--- src/rtl/serial_sub_pkg.sv ---
// Shared types and constants for the bit-serial subtractor.
// The optional signed-overflow output is controlled by SERIAL_SUB_SIGNED_EN
// in serial_subtractor.sv. Nothing in this package depends on that macro.
package serial_sub_pkg;

    // Control states. RUN consumes one operand bit per clock.
    typedef enum logic [1:0] {
        IDLE = 2'd0,
        RUN  = 2'd1,
        DONE = 2'd2
    } state_t;

    // Default operand width and the matching bit-counter width.
    localparam int DEFAULT_WIDTH = 8;
    localparam int CNT_W         = $clog2(DEFAULT_WIDTH);

    // Returns the counter width needed to count 0 .. width-1.
    // Widths below 2 still get a 1-bit counter.
    function automatic int cnt_width(input int width);
        return (width < 2) ? 1 : $clog2(width);
    endfunction

endpackage

--- src/rtl/full_subtractor.sv ---
// Single-bit full-subtractor cell: d = a - b - bin, bout = borrow out.
// Purely combinational. Serial arithmetic blocks can reuse it.
module full_subtractor (
    input  logic a,
    input  logic b,
    input  logic bin,
    output logic d,
    output logic bout
);

    // Difference bit and borrow-out.
    // A borrow occurs when a < b, or when a == b and a borrow comes in.
    assign d    = a ^ b ^ bin;
    assign bout = (~a & b) | (~(a ^ b) & bin);

endmodule

--- src/rtl/serial_subtractor.sv ---
// Bit-serial WIDTH-bit subtractor. It computes A - B LSB-first, one bit per
// clock, through one full_subtractor cell and a borrow register.
//
// Handshake contract (valid/ready on both sides):
//   - A transfer happens on a rising edge where valid and ready are both 1.
//   - The producer keeps its data stable while valid=1 and ready=0.
//   - io_in_ready depends only on the FSM state and never on io_in_valid.
//   - io_out_* hold steady for as long as the consumer stalls.
//
// Optional feature: define SERIAL_SUB_SIGNED_EN to add io_out_overflow, the
// two's-complement overflow flag for the same operation.
module serial_subtractor
    import serial_sub_pkg::*;
#(
    parameter int WIDTH = 8
) (
    input  logic             clock,
    input  logic             reset,
    input  logic             io_in_valid,
    output logic             io_in_ready,
    input  logic [WIDTH-1:0] io_in_a,
    input  logic [WIDTH-1:0] io_in_b,
    output logic             io_out_valid,
    input  logic             io_out_ready,
    output logic [WIDTH-1:0] io_out_diff,
    output logic             io_out_borrow,
`ifdef SERIAL_SUB_SIGNED_EN
    output logic             io_out_overflow,
`endif
    output state_t           dbg_state_o
);

    localparam int                    CNT_BITS = cnt_width(WIDTH);
    localparam logic [CNT_BITS-1:0]   CNT_LAST = CNT_BITS'(WIDTH - 1);

    state_t              state_q;
    logic [CNT_BITS-1:0] cnt_q;
    logic                borrow_q;
    logic [WIDTH-1:0]    a_q;
    logic [WIDTH-1:0]    b_q;
    logic [WIDTH-1:0]    res_q;
    logic [WIDTH-1:0]    res_d;
    logic [WIDTH-1:0]    diff_q;
    logic                bout_q;
    logic                valid_q;
    logic                init_q;
`ifdef SERIAL_SUB_SIGNED_EN
    logic                ovf_q;
`endif

    logic cell_a;
    logic cell_b;
    logic cell_d;
    logic cell_bout;

    // The cell always works on the current LSBs of the operand shifters.
    assign cell_a = a_q[0];
    assign cell_b = b_q[0];

    full_subtractor u_cell (
        .a    (cell_a),
        .b    (cell_b),
        .bin  (borrow_q),
        .d    (cell_d),
        .bout (cell_bout)
    );

    // The new difference bit enters at the MSB. After WIDTH shifts the
    // register holds the full result in its natural bit order.
    assign res_d = {cell_d, res_q[WIDTH-1:1]};

    // Sequencer: accept in IDLE, shift for WIDTH edges in RUN, present in DONE.
    // init_q keeps io_in_ready low until the first edge after reset.
    always_ff @(posedge clock or negedge reset) begin
        if (!reset) begin
            state_q  <= IDLE;
            cnt_q    <= '0;
            borrow_q <= 1'b0;
            a_q      <= '0;
            b_q      <= '0;
            res_q    <= '0;
            diff_q   <= '0;
            bout_q   <= 1'b0;
            valid_q  <= 1'b0;
            init_q   <= 1'b0;
`ifdef SERIAL_SUB_SIGNED_EN
            ovf_q    <= 1'b0;
`endif
        end else begin
            init_q <= 1'b1;
            case (state_q)
                IDLE: begin
                    if (io_in_valid && io_in_ready) begin
                        a_q      <= io_in_a;
                        b_q      <= io_in_b;
                        borrow_q <= 1'b0;
                        cnt_q    <= '0;
                        state_q  <= RUN;
                    end
                end
                RUN: begin
                    a_q      <= a_q >> 1;
                    b_q      <= b_q >> 1;
                    res_q    <= res_d;
                    borrow_q <= cell_bout;
                    cnt_q    <= cnt_q + CNT_BITS'(1);
                    if (cnt_q == CNT_LAST) begin
                        // On the final edge the cell sees the operand sign
                        // bits and produces the result sign bit.
                        diff_q  <= res_d;
                        bout_q  <= cell_bout;
                        valid_q <= 1'b1;
                        state_q <= DONE;
`ifdef SERIAL_SUB_SIGNED_EN
                        ovf_q   <= (cell_a ^ cell_b) & (cell_d ^ cell_a);
`endif
                    end
                end
                DONE: begin
                    if (io_out_ready) begin
                        valid_q <= 1'b0;
                        state_q <= IDLE;
                    end
                end
                default: begin
                    valid_q <= 1'b0;
                    state_q <= IDLE;
                end
            endcase
        end
    end

    // Ready depends only on state and never on io_in_valid.
    assign io_in_ready   = (state_q == IDLE) && init_q;
    assign io_out_valid  = valid_q;
    assign io_out_diff   = diff_q;
    assign io_out_borrow = bout_q;
`ifdef SERIAL_SUB_SIGNED_EN
    assign io_out_overflow = ovf_q;
`endif
    assign dbg_state_o   = state_q;

endmodule
--- config.mk ---
export PLATFORM = sky130hd
export DESIGN_NAME = serial_subtractor
export DESIGN_NICKNAME = d
export VERILOG_FILES = /design/src/rtl/serial_sub_pkg.sv /design/src/rtl/full_subtractor.sv /design/src/rtl/serial_subtractor.sv
export SDC_FILE = /design/constraint.sdc
export NUM_CORES = 1
export LEC_CHECK = 0
export ABC_AREA = 1
export CAP_MARGIN = 10
export CORE_AREA = 4 4 54 81
export CTS_CLUSTER_DIAMETER = 60
export DETAILED_ROUTE_END_ITERATION = 12
export DIE_AREA = 0 0 58 85
export GPL_ROUTABILITY_DRIVEN = 0
export HOLD_SLACK_MARGIN = 0.02
export PLACE_DENSITY_LB_ADDON = 0.12
export SETUP_SLACK_MARGIN = 0.02
export SKIP_CTS_REPAIR_TIMING = 1
export SYNTH_ARGS = -nofsm -noshare
export SYNTH_HDL_FRONTEND = slang
export SYNTH_SLANG_ARGS = --single-unit
export TNS_END_PERCENT = 1
--- constraint.sdc ---
create_clock -name clock -period 1.5 [get_ports clock]
set_input_delay 0.45 -clock clock [delete_from_list [all_inputs] [get_ports clock]]
set_output_delay 0.45 -clock clock [all_outputs]
set_load 0.05 [all_outputs]
-- After elaboration in Yosys (flattened, before gate mapping)
Index checks and enable logic that the tools add are counted.
- register bits: 41
- bits of input ports: 20
- multiplexer cells: 15
- equality and inequality tests: 6
- reductions and logical operators: 8
- $add $sub $neg: 1
- bitwise operators: 8
- operators with widths (kind ; number):
    $pmux 8 s2 ; 2
    $mux 8 ; 2
    $mux 2 ; 3
    $ne 2x2->1 const B ; 3
    $pmux 2 s3 ; 1
    $pmux 3 s2 ; 1
    $reduce_and 3->1 ; 2
    $reduce_and 2->1 ; 2
    $add 3x1->3 const B ; 1
    $eq 3x3->1 const B ; 1
    $mux 1 ; 3
    $mux 3 ; 1
    $not 1->1 ; 3
    $pmux 1 s3 ; 1
    $and 1x1->1 ; 2
    $eq 2x1->1 const B ; 1
    $eq 2x2->1 const B ; 1
    $logic_and 1x1->1 ; 2
    $logic_not 2->1 ; 1
    $pmux 1 s2 ; 1
    $reduce_bool 2->1 ; 1
    $xor 1x1->1 ; 2
    $or 1x1->1 ; 1

-- Logic depth before layout (Yosys ltp)
- depth after elaboration: 5
- mapped depth: 7
- mapped depth without buffers: 6

-- Hierarchy
From an unflattened synthesis, not the netlist that was laid out.
- cells, all modules: 217
- area total of the unflattened synthesis: 1860.5 µm²
- by module, submodules not included (module ; cells each ; area an instance (µm²) ; instances ; seq. area each (µm²)):
    serial_subtractor ; 213 ; 1829.3 ; 1 ; 1001.0
    full_subtractor ; 4 ; 31.3 ; 1 ; 0.0

-- Least setup slack after synthesis
No wires, ideal clock.
- kind: register to output
- from: reg state_q[1] (netlist: dbg_state_o[1])
- to: out io_in_ready
- arrival time: 1.960 ns
- stages on the path, launching flop included: 2
- buffers on the path: 0
- path slack: -0.910 ns
- cells stage by stage: dfrtp_1 nor3b_1
- cells in the longest elaborated chain, start to end: 2
- RTL lines (item ; RTL line ; RTL):
    from (decl) ; serial_subtractor.sv:36 ; state_t state_q;
    from (signal assigned) ; serial_subtractor.sv:76 ; state_q <= IDLE;
    from (signal assigned) ; serial_subtractor.sv:98 ; state_q <= RUN;
    from (signal assigned) ; serial_subtractor.sv:113 ; state_q <= DONE;
    $logic_not 2->1 ; serial_subtractor.sv:134 ; assign io_in_ready = (state_q == IDLE) && init_q;
    $logic_and 1x1->1 ; serial_subtractor.sv:134 ;
    to (decl) ; serial_subtractor.sv:20 ; output logic io_in_ready,
Every way passes these cells.

-- Worst setup path after layout
- from: reg state_q[0] (netlist: dbg_state_o[0])
- to: out io_in_ready
Same word-level chain as after synthesis.

==> results.md <==
- Top_reg_cell synth: dfrtp_1
- Pint: 3.29 mW
- Seq cells post-synth: 40
- WP data required: between 1 and 1.5 ns
- Vias/cell: 4.89
- Achievable Freq: 610 MHz
- DRT iter0 DRCs: 28
- Chip Height: 85 um
- Worst setup EP type: output pin
- Switching share of power: 40.5%
- CTS Buf Count: 5
- Share of the yosys chip area belonging to registers: between 50% and 60%
- Leading post-synthesis cells by cell area: dfrtp_1 55%, nand2_1 20%, nand3_1 6.6%
- Post-DP Area: between 0.002 and 0.0025 mm2
- Power Density: 2180 mW/mm2
- Area occupied by multi-input gates: 731 um2
- Synth async-reset ratio: 100%
- Dpl cells: 288
- WL met2: about 1900 um
- Switching pwr: roughly 2.2 mW
- Cells after Synth: between 200 and 250
- Top-count cell post-synth: nand2_1
- DR WL met3: 143 um
- Maxcap violations: 0
- Largest net degree at the start of global routing: about 40
- Yosys warnings: 0
- H-tree Lvls: 2
- Yosys top cell by area: dfrtp_1
- Leakage: 1.30 nW
- Final HPWL DP: 2490 um
- Fillers: about 300
- Cell area after layout: 0.00253 mm2
- Endpoints failing setup: 1
- PnR Total Power: 5.52 mW
- CTS tree: yes
- Reg2Reg Depth: 9
- Final wirelength: 3480 um
- Worst VDD drop: 1.41 mV
- Worst hold slack: roughly 0.11 ns
- Fin. max-slew vios: 0
- Top-Level Pins: 33
- Synth Cell Area: 0.00183 mm2
- Status: complete, but fails checks
- Number of flops mapped to enable cells by yosys: 0
- Setup TNS: -0.141 ns
- GR Util All Layers: 16.2%
- Seq. cell area: 0.00100 mm2
- Wire length per cell: 11.6 um
- Share of cells above drive strength 1: 19.8%
- Antenna violations before repair: 0
- Core Box Area: 0.00365 mm2
- Crit path max fanout: 5
- Routed Antenna Nets: 0
- Final min period: between 1.5 and 2 ns
- Most common library cells after synthesis: 100 x nand2_1, 40 x dfrtp_1, 24 x nand3_1, 10 x inv_1, 9 x o21ai_0
- Critical path arrival: 1.19 ns
- Type of origin of the critical path: flop
- DRC errors left: 0
- Worst Hold Class: in2async
- First-pass DRT Iterations: 4
- Max layer used: met4
- Congestion Overflow GR: 0
- Met1 WL: approximately 1400 um
- Final WS setup: -0.141 ns
- Die span in x: 58 um
- First-pass GRT wire length: 6210 um
- Cell variety after synth: 22
- RSZ-0062 raised after global routing: true
- Fin cells: 301
- Sequential power share: 33.3%
- Logic pwr share: 51.2%
- Fin Clk Skew: 0.00556 ns
- Final critical-path share of the clock period: 109%
- Rows: 27
- Starting Density: 50.2%
- # nets final: 280
- # port buffers: 32
- Fin. Hold Viols: 0
- Failing checks: negative setup slack
- Average size of a mapped cell: 8.56 um2
- Worst-path clk slew: 0.08 ns
- Synth top area share: 54.6%
- N_diodes: 0
- CTS Buffer Depth: 2
- DR vias: around 1,500
- Clk network pwr share: roughly 16%
- Root Driver: clkbuf_8
- Syn Nets: between 200 and 250
- Vias in the first global route: around 1,500
- Total die area: 0.00493 mm2
- Worst-skew pair later-pin latency: a little under 0.3 ns
- Synth-to-Final Area Change: 38.3%
- Crit Path Class: reg2out
- Num Clock Sinks: 40
==> power by group through the flow <==
stage | sequential (mW) | clock (mW) | combinational, mW
floorplan | 2.17 | 0 | 1.40
global placement | 1.86 | 0 | 2.69
detailed placement | 1.88 | 0 | 2.75
CTS | 1.86 | 0.874 | 2.75
global route | 1.91 | 0.928 | 3.14
finish | 1.84 | 0.855 | 2.83
==> cell type report <==
cell class | count | area share [%]
clock buffer | 6 | 2.87
clock inverter | 2 | 1.38
inverter | 11 | 1.63
multi-input combinational | 153 | 28.9
sequential | 40 | 39.6
tap | 43 | 2.12
timing repair buffer | 46 | 23.5
==> metrics by stage <==
| step | util, % | setup WS, ns |
|---|---|---|
| 6_report | 69.4 | -0.141 |
| 5_1_grt | 69.4 | -0.210 |
| 4_1_cts | 68.2 | -0.197 |
| 3_5_place_dp | 65.2 | -0.0474 |
| 3_3_place_gp | 65.2 | -0.0274 |
| 2_1_floorplan | - | -0.0670 |
==> state kept, by name, indices dropped and copies added (netlist names), 2 cells and up <==
| register | count |
|---|---|
| cnt_q | 3 |
| a_q | 8 |
| dbg_state_o | 2 |
| b_q | 8 |
| io_out_diff | 8 |
| res_q | 7 |
==> logic make-up after synthesis <==
group / count (synthesis) / synth area share (%)
other: 1 / 0.205
and+or+nand+nor: 132 / 30.3
DFF: 40 / 54.6
buffers and inverters: 21 / 6.08
AOI/OAI and AO/OA: 17 / 6.28
adders and majority gates: 3 / 2.46
==> worst max-delay path, cell delays in order (launching register included) <==
cell and delay (ns):
dfrtp_2 0.46, nor3b_4 0.27, buf_12 0.17
==> worst paths after layout <==
kind / start / to / slack (ns)
hold / removal: reset / res_q[1] / 0.11
setup reg to reg: dbg_state_o[0] / a_q[2] / 0.13
max in group asynchronous: reset / dbg_state_o[0] / 1.19
min in group clock: res_q[6] / res_q[6] / 0.49
hold reg to reg: res_q[6] / res_q[6] / 0.49
setup / recovery: dbg_state_o[0] / io_in_ready / -0.14
==> per-layer routing <==
layer | up-vias | GRT usage, %
met4 | 0 | 7.59
met2 | 27 | 29.0
met3 | 6 | 3.81
met5 | - | 0
li1 | 753 | -
met1 | 687 | 17.4
==> layout by cell type (no fill, tap or decap), types with 2 or more instances in the layout <==
master and n:
dfrtp_1 38, nand3_1 24, ha_1 2, o21ai_2 7, dfrtp_2 2, inv_1 10, buf_4 9, clkbuf_8 5
buf_6 2, clkdlybuf4s50_1 18, nand2_1 100, buf_12 16, o21ai_0 9
(Power assumes the default switching activity.)
